[src/rtl/dm_lsu_if.sv]
// Bus bundles around the load/store unit.
// Latency: none, wires only. Backpressure: req_ready is the only stall signal.
// dm_lsu_if: CPU <-> LSU. master = CPU (req_*), slave = LSU (req_ready, resp_*).
// dm_mem_if: LSU <-> data memory. master = LSU (address, write data, enables), slave = memory (read data).

interface dm_lsu_if;
  logic        req_valid;
  logic        req_ready;
  logic        req_we;
  logic [1:0]  req_size;
  logic        req_signed;
  logic [31:0] req_addr;
  logic [31:0] req_wdata;
  logic        resp_valid;
  logic [31:0] resp_rdata;
  logic        resp_err;

  modport master (
    output req_valid, req_we, req_size, req_signed, req_addr, req_wdata,
    input  req_ready, resp_valid, resp_rdata, resp_err
  );

  modport slave (
    input  req_valid, req_we, req_size, req_signed, req_addr, req_wdata,
    output req_ready, resp_valid, resp_rdata, resp_err
  );
endinterface

interface dm_mem_if;
  logic [31:0] dm_addr;
  logic [31:0] dm_write_data;
  logic        dm_MemWrite;
  logic        dm_MemRead;
  logic [31:0] dm_read_data;

  modport master (
    output dm_addr, dm_write_data, dm_MemWrite, dm_MemRead,
    input  dm_read_data
  );

  modport slave (
    input  dm_addr, dm_write_data, dm_MemWrite, dm_MemRead,
    output dm_read_data
  );
endinterface

[src/rtl/dm_lsu.sv]
// Load/store unit: one byte/half/word request at a time, turned into word-aligned memory accesses.
// Latency (accept cycle = 0): resp in cycle 1 (error), 2 (load, word store), 3 (sub-word store via read-modify-write).
// Backpressure: req_ready is high only in IDLE; req_* are ignored while busy.
// Ports: clk, rst_n (sync, active low); cpu = dm_lsu_if.slave (request/response);
//        mem = dm_mem_if.master (word address, write data, read/write enables, combinational read data).

module dm_lsu #(
  parameter int DM_SIZE = 64
) (
  input  logic     clk,
  input  logic     rst_n,
  dm_lsu_if.slave  cpu,
  dm_mem_if.master mem
);

  typedef enum logic [2:0] {
    IDLE   = 3'd0,
    LOAD   = 3'd1,
    RMW_RD = 3'd2,
    WRITE  = 3'd3,
    DONE   = 3'd4
  } state_t;

  localparam logic [31:0] DM_WORDS = 32'(DM_SIZE);

  state_t      state, state_nx;

  // Latched request. The store/load direction is carried by the state path,
  // and only the low 16 bits of store data are needed after acceptance
  // (word stores go straight into the merge register).
  logic [1:0]  size_q, size_nx;
  logic        signed_q, signed_nx;
  logic [31:0] addr_q, addr_nx;
  logic [15:0] wdata_q, wdata_nx;
  logic [31:0] merge_q, merge_nx;
  logic [31:0] rdata_q, rdata_nx;
  logic        err_q, err_nx;

  // Registered response outputs; zero outside DONE.
  logic        resp_valid_q;
  logic [31:0] resp_rdata_q;
  logic        resp_err_q;

  logic        req_err;
  logic [7:0]  ld_byte;
  logic [15:0] ld_half;
  logic [31:0] ld_ext;
  logic [31:0] merge_byte;
  logic [31:0] merge_half;
  logic        mem_read;
  logic        mem_write;
  logic [31:0] write_data;

  // Request classification. It is evaluated on the incoming request in the
  // same cycle it is latched, so it is identical to judging the latched copy.
  always_comb begin
    req_err = 1'b0;
    case (cpu.req_size)
      2'b00:   req_err = 1'b0;
      2'b01:   req_err = cpu.req_addr[0];
      2'b10:   req_err = |cpu.req_addr[1:0];
      default: req_err = 1'b1;
    endcase
    if ({2'b00, cpu.req_addr[31:2]} >= DM_WORDS) begin
      req_err = 1'b1;
    end
  end

  // Little-endian lane extraction and sign/zero extension for loads.
  always_comb begin
    ld_byte = 8'h00;
    case (addr_q[1:0])
      2'd0:    ld_byte = mem.dm_read_data[7:0];
      2'd1:    ld_byte = mem.dm_read_data[15:8];
      2'd2:    ld_byte = mem.dm_read_data[23:16];
      default: ld_byte = mem.dm_read_data[31:24];
    endcase
    ld_half = addr_q[1] ? mem.dm_read_data[31:16] : mem.dm_read_data[15:0];
    case (size_q)
      2'b00:   ld_ext = {{24{signed_q & ld_byte[7]}}, ld_byte};
      2'b01:   ld_ext = {{16{signed_q & ld_half[15]}}, ld_half};
      default: ld_ext = mem.dm_read_data;
    endcase
  end

  // Merge the stored lane into the word just read from memory.
  always_comb begin
    merge_byte = mem.dm_read_data;
    case (addr_q[1:0])
      2'd0:    merge_byte = {mem.dm_read_data[31:8], wdata_q[7:0]};
      2'd1:    merge_byte = {mem.dm_read_data[31:16], wdata_q[7:0], mem.dm_read_data[7:0]};
      2'd2:    merge_byte = {mem.dm_read_data[31:24], wdata_q[7:0], mem.dm_read_data[15:0]};
      default: merge_byte = {wdata_q[7:0], mem.dm_read_data[23:0]};
    endcase
    merge_half = addr_q[1] ? {wdata_q, mem.dm_read_data[15:0]}
                           : {mem.dm_read_data[31:16], wdata_q};
  end

  // Next-state and memory-side outputs.
  always_comb begin
    state_nx   = state;
    size_nx    = size_q;
    signed_nx  = signed_q;
    addr_nx    = addr_q;
    wdata_nx   = wdata_q;
    merge_nx   = merge_q;
    rdata_nx   = rdata_q;
    err_nx     = err_q;
    mem_read   = 1'b0;
    mem_write  = 1'b0;
    write_data = 32'h0;

    case (state)
      IDLE: begin
        if (cpu.req_valid) begin
          size_nx   = cpu.req_size;
          signed_nx = cpu.req_signed;
          addr_nx   = cpu.req_addr;
          wdata_nx  = cpu.req_wdata[15:0];
          rdata_nx  = 32'h0;
          err_nx    = req_err;
          if (req_err) begin
            state_nx = DONE;
          end else if (!cpu.req_we) begin
            state_nx = LOAD;
          end else if (cpu.req_size == 2'b10) begin
            merge_nx = cpu.req_wdata;
            state_nx = WRITE;
          end else begin
            state_nx = RMW_RD;
          end
        end
      end
      LOAD: begin
        mem_read = 1'b1;
        rdata_nx = ld_ext;
        state_nx = DONE;
      end
      RMW_RD: begin
        mem_read = 1'b1;
        // Only byte (00) and halfword (01) stores reach this state.
        merge_nx = size_q[0] ? merge_half : merge_byte;
        state_nx = WRITE;
      end
      WRITE: begin
        mem_write  = 1'b1;
        write_data = merge_q;
        state_nx   = DONE;
      end
      DONE: begin
        state_nx = IDLE;
      end
      default: begin
        state_nx = IDLE;
      end
    endcase
  end

  always_ff @(posedge clk) begin
    if (!rst_n) begin
      state <= IDLE;
    end else begin
      state <= state_nx;
    end
  end

  always_ff @(posedge clk) begin
    if (!rst_n) begin
      size_q       <= 2'b00;
      signed_q     <= 1'b0;
      addr_q       <= 32'h0;
      wdata_q      <= 16'h0;
      merge_q      <= 32'h0;
      rdata_q      <= 32'h0;
      err_q        <= 1'b0;
      resp_valid_q <= 1'b0;
      resp_rdata_q <= 32'h0;
      resp_err_q   <= 1'b0;
    end else begin
      size_q       <= size_nx;
      signed_q     <= signed_nx;
      addr_q       <= addr_nx;
      wdata_q      <= wdata_nx;
      merge_q      <= merge_nx;
      rdata_q      <= rdata_nx;
      err_q        <= err_nx;
      // Load the response registers on the way into DONE so they are
      // valid exactly for the DONE cycle and zero otherwise.
      resp_valid_q <= (state_nx == DONE);
      resp_rdata_q <= (state_nx == DONE) ? rdata_nx : 32'h0;
      resp_err_q   <= (state_nx == DONE) & err_nx;
    end
  end

  assign cpu.req_ready  = (state == IDLE);
  assign cpu.resp_valid = resp_valid_q;
  assign cpu.resp_rdata = resp_rdata_q;
  assign cpu.resp_err   = resp_err_q;

  assign mem.dm_addr       = {addr_q[31:2], 2'b00};
  assign mem.dm_MemRead    = mem_read;
  // A reset landing on a WRITE cycle must not corrupt memory.
  assign mem.dm_MemWrite   = mem_write & rst_n;
  assign mem.dm_write_data = write_data;

endmodule

[src/flat_wrapper.sv]
// flat-port wrapper written by rule: the top's interface ports become plain ports
module dm_lsu_flat 
#(
  parameter int DM_SIZE = 64
)
  (clk, rst_n, cpu_req_valid, cpu_req_we, cpu_req_size, cpu_req_signed, cpu_req_addr, cpu_req_wdata, cpu_req_ready, cpu_resp_valid, cpu_resp_rdata, cpu_resp_err, mem_dm_addr, mem_dm_write_data, mem_dm_MemWrite, mem_dm_MemRead, mem_dm_read_data);
  dm_lsu_if cpu_i ();
  dm_mem_if mem_i ();
  input  logic clk;
  input  logic rst_n;
  input wire logic [$bits(cpu_i.req_valid)-1:0] cpu_req_valid;
  input wire logic [$bits(cpu_i.req_we)-1:0] cpu_req_we;
  input wire logic [$bits(cpu_i.req_size)-1:0] cpu_req_size;
  input wire logic [$bits(cpu_i.req_signed)-1:0] cpu_req_signed;
  input wire logic [$bits(cpu_i.req_addr)-1:0] cpu_req_addr;
  input wire logic [$bits(cpu_i.req_wdata)-1:0] cpu_req_wdata;
  output wire logic [$bits(cpu_i.req_ready)-1:0] cpu_req_ready;
  output wire logic [$bits(cpu_i.resp_valid)-1:0] cpu_resp_valid;
  output wire logic [$bits(cpu_i.resp_rdata)-1:0] cpu_resp_rdata;
  output wire logic [$bits(cpu_i.resp_err)-1:0] cpu_resp_err;
  output wire logic [$bits(mem_i.dm_addr)-1:0] mem_dm_addr;
  output wire logic [$bits(mem_i.dm_write_data)-1:0] mem_dm_write_data;
  output wire logic [$bits(mem_i.dm_MemWrite)-1:0] mem_dm_MemWrite;
  output wire logic [$bits(mem_i.dm_MemRead)-1:0] mem_dm_MemRead;
  input wire logic [$bits(mem_i.dm_read_data)-1:0] mem_dm_read_data;
  assign cpu_i.req_valid = cpu_req_valid;
  assign cpu_i.req_we = cpu_req_we;
  assign cpu_i.req_size = cpu_req_size;
  assign cpu_i.req_signed = cpu_req_signed;
  assign cpu_i.req_addr = cpu_req_addr;
  assign cpu_i.req_wdata = cpu_req_wdata;
  assign cpu_req_ready = cpu_i.req_ready;
  assign cpu_resp_valid = cpu_i.resp_valid;
  assign cpu_resp_rdata = cpu_i.resp_rdata;
  assign cpu_resp_err = cpu_i.resp_err;
  assign mem_dm_addr = mem_i.dm_addr;
  assign mem_dm_write_data = mem_i.dm_write_data;
  assign mem_dm_MemWrite = mem_i.dm_MemWrite;
  assign mem_dm_MemRead = mem_i.dm_MemRead;
  assign mem_i.dm_read_data = mem_dm_read_data;
  dm_lsu #(.DM_SIZE(DM_SIZE)) u_core (.clk(clk), .rst_n(rst_n), .cpu(cpu_i), .mem(mem_i));
endmodule
[config.mk]
export PLATFORM = sky130hd
export DESIGN_NAME = dm_lsu_flat
export DESIGN_NICKNAME = d
export VERILOG_FILES = /design/src/rtl/dm_lsu_if.sv /design/src/rtl/dm_lsu.sv /design/src/flat_wrapper.sv
export SDC_FILE = /design/constraint.sdc
export NUM_CORES = 1
export LEC_CHECK = 0
export BUFFER_PORTS_ARGS = -buffer_cell sky130_fd_sc_hd__buf_2
export CORE_ASPECT_RATIO = 2
export CORE_UTILIZATION = 35
export DETAILED_ROUTE_END_ITERATION = 8
export SLEW_MARGIN = 20
export SYNTH_ARGS = -nofsm -noshare
export SYNTH_HDL_FRONTEND = slang
export SYNTH_SLANG_ARGS = --single-unit
[constraint.sdc]
create_clock -name clk -period 2.6 [get_ports clk]
set_input_delay 0.13 -clock clk [delete_from_list [all_inputs] [get_ports clk]]
set_output_delay 0.13 -clock clk [all_outputs]
set_load 0.005 [all_outputs]
==> out/results.ini <==
[layout]
fill_cells = 2012
postLayoutCellArea_um2 = 9273
syn2layout_area_growth_pct = 31.75
nets = 1143
antenna_cells = 0
drive_above_1_share_pct = 28.02
utilization_pct = 46.78

[global_route]
grt_max_degree = 53
grt_pass1_vias = 6775
grt_first_pass_wirelength_mm = 35.88
antenna_found_initial = 0
grt.total_usage_pct = 23.17
grt_overflow = 0

[floorplanning]
fp.dieArea_um2 = 20710
chipHeight_um = 202.5
coreArea_um2 = 19820
rows = 73
io_pins = 204
start_util_pct = 35.51
chipWidth_um = 102.3

[yosys]
syn_inst = 836
synth_seq_cells = 153
ys_warn_count = 0
yosysTopAreaCellShare_pct = 43.52
synth-adder-area-share_pct = 0
muxShareOfSynthArea_pct = 3.769
synth.avg_cell_area_um2 = 8.419
synth.distinct_cells = 50
synth_edf_count = 0
synth_ff_type = dfxtp_1
synth_compound_area_share_pct = 22.17
syn_area_um2 = 7038
seq_area_frac_synth_pct = 43.52
async_flop_share_pct = 0
synth_top_family_by_area = compound AO/OA/AOI/OAI gates
yosys.area.top_type = dfxtp_1
synth.area.top_cells = dfxtp_1, nand2_1, and2_1, a21oi_1, buf_4
yosys.area_share.simple_pct = 21.55
yosys.area_share.xor_xnor_pct = 0

[clock_network]
clk_latency_ns = 0.43
cts_sinks = 153
clockBufferDepth = 2
h-tree-depth = 4
cts_made_buffers = 17
cts.clk_slew.worst_paths_ns = 0.06
cts_tree = built
ctsResizeCount = 0
cts_root_buf = clkbuf_16

[setup_path]
reg2reg_depth = 6
cp-start-kind = input port
crit_fanout = 28
worst_ep_required_time_ns = 2.94
reg2reg_slack_ns = 0.53
criticalPathCategory = in2reg
arrival_ns = 2.62
cp-end-kind = flop

[routing]
met2WireLength_mm = 12.76
wl_mm = 23.82
via_per_inst = 5.242
wl_per_cell_um = 18.12
vias = 6893
top_layer = met4
drtPass1Iterations = 5
drc = 0
wl_met1_mm = 8.607
antenna_left = 0
drt_iter0_markers = 321
dr_wl_met3_mm = 1.097

[run_status]
status = finished clean

[flow_run]
drv_cap = 0

[timing]
grt_setup_unrepaired = no
fin_crit_sh_pct = 87.66
final.setup.tns_ns = 0
finalClockSkew_ns = 0.01102
period_needed_ns = 2.279
hold_viol = 0
whs_ns = 0.01694
fmax_ghz = 0.4388
slew_violations = 0
max_slew_margin_pct = 56.89
worst_slew_pin_slew_ns = 0.6457
setup_viol = 0

[worst_hold_path]
hp-class = in2reg
min_path_cells = 3

[power]
leakagePower_nw = 3.936
ir_worst_vdd_uv = 442.9
power_density_nw_per_um2 = 598.3

[placed_design]
dpl.hpwl_mm = 17.58
place_congestion = 0.9138
port_buffers = 201
placed_area_um2 = 8103

layout by cell type, fill, tap and decap left out, types with 8 or more instances in the layout:
master / netlist / final
dlygate4sd3_1: 0 / 57
mux2i_1: 22 / 22
and2_1: 69 / 68
buf_4: 34 / 25
o2bb2ai_1: 8 / 8
nor2b_1: 19 / 19
clkbuf_16: 0 / 17
o21ai_0: 44 / 44
a221oi_1: 8 / 8
nor2_1: 37 / 37
dfxtp_1: 153 / 152
o221ai_1: 15 / 15
o22ai_1: 9 / 9
a21oi_1: 84 / 83
o2111ai_1: 16 / 16
a211oi_2: 8 / 8
buf_2: 16 / 201
a31oi_1: 10 / 10
a221o_1: 16 / 16
nand3_1: 25 / 25
nor2_2: 8 / 8
nand2_1: 131 / 131
logic make-up (layout without fill, tap and decap cells):
kind of cell	count (synthesis)	in the layout
DFF	153	153
other	1	2
AOI/OAI and AO/OA	234	234
muxes	24	24
buffers and inverters	112	328
and+or+nand+nor	312	312
worst max-delay path, cell delays in order:
cell	delay, ns
dlygate4sd3_1	0.56
buf_2	0.13
nor4_1	0.38
nand4_1	0.31
o41ai_4	0.47
buf_12	0.21
buf_12	0.20
nor2_2	0.05
a211oi_2	0.18
what timing repair did:
item	4_1_cts	5_1_grt
endpoints found under the hold margin	58	0
hold buffers	57	0
endpoints found under the setup margin	0	0
setup buffers	0	0
final timing paths:
path | startpoint | to
max | cpu_req_addr[31] | u_core.merge_q[28]
min | cpu_req_wdata[19] | u_core.merge_q[19]
max reg2reg | u_core.state[1] | u_core.merge_q[28]
min reg2reg | u_core.rdata_q[4] | u_core.rdata_q[4]
through the flow:
stage	power, mW	std cells	setup WS (ns)
2_1_floorplan	2.776	837	0.8010
3_3_place_gp	2.990	1226	0.4942
3_5_place_dp	2.994	1226	0.4538
4_1_cts	5.584	1315	0.3547
5_1_grt	5.730	1315	0.1747
6_report	5.548	1315	0.3209
registers in the layout, summed over array words and instances (netlist names):
register / cells
u_core.signed_q: 1
u_core.rdata_q: 32
u_core.cpu.resp_valid: 1
u_core.wdata_q: 16
u_core.err_q: 1
u_core.size_q: 2
u_core.addr_q: 32
u_core.cpu.resp_rdata: 32
u_core.cpu.resp_err: 1
u_core.merge_q: 32
u_core.state: 3
power by group:
| part | switching, mW | leakage, nW | internal, mW |
|---|---|---|---|
| registers | 0.0441 | 1.24 | 2.39 |
| clock network | 1.06 | 0.278 | 1.47 |
| logic | 0.329 | 2.42 | 0.251 |
| total | 1.43 | 3.94 | 4.12 |
layout make-up:
type	count	area [um^2]	share of cell area (%)
Tap cell	262	327.8	3.535
Sequential cell	153	3064	33.05
Clock inverter	13	146.4	1.579
Inverter	7	26.28	0.2834
Timing Repair Buffer	289	1884	20.32
Clock buffer	19	452.9	4.885
Multi-Input combinational cell	572	3371	36.35
routing by layer:
layer  up-vias  global-route usage (%)
li1       3309                       -
met1      3254                   23.50
met2       275                   42.55
met3        55                   3.580
met4         0                   14.80
met5         -                       0
cells in the mapped netlist, types with 6 or more instances:
cell type / instances
buf_4: 34
nand2_1: 131
a221oi_1: 8
clkbuf_1: 38
dfxtp_1: 153
inv_1: 6
o21ai_1: 6
and2_1: 69
buf_2: 16
nor2_2: 8
mux2i_1: 22
a31oi_1: 10
nand3_1: 25
o2111ai_1: 16
o221ai_1: 15
a21oi_1: 84
nor2_1: 37
o2bb2ai_1: 8
buf_6: 6
nor4_1: 6
a211oi_2: 8
o21ai_0: 44
o22ai_1: 9
buf_1: 10
nor2b_1: 19
a221o_1: 16
Note: power is estimated with default switching activity, not from simulation.
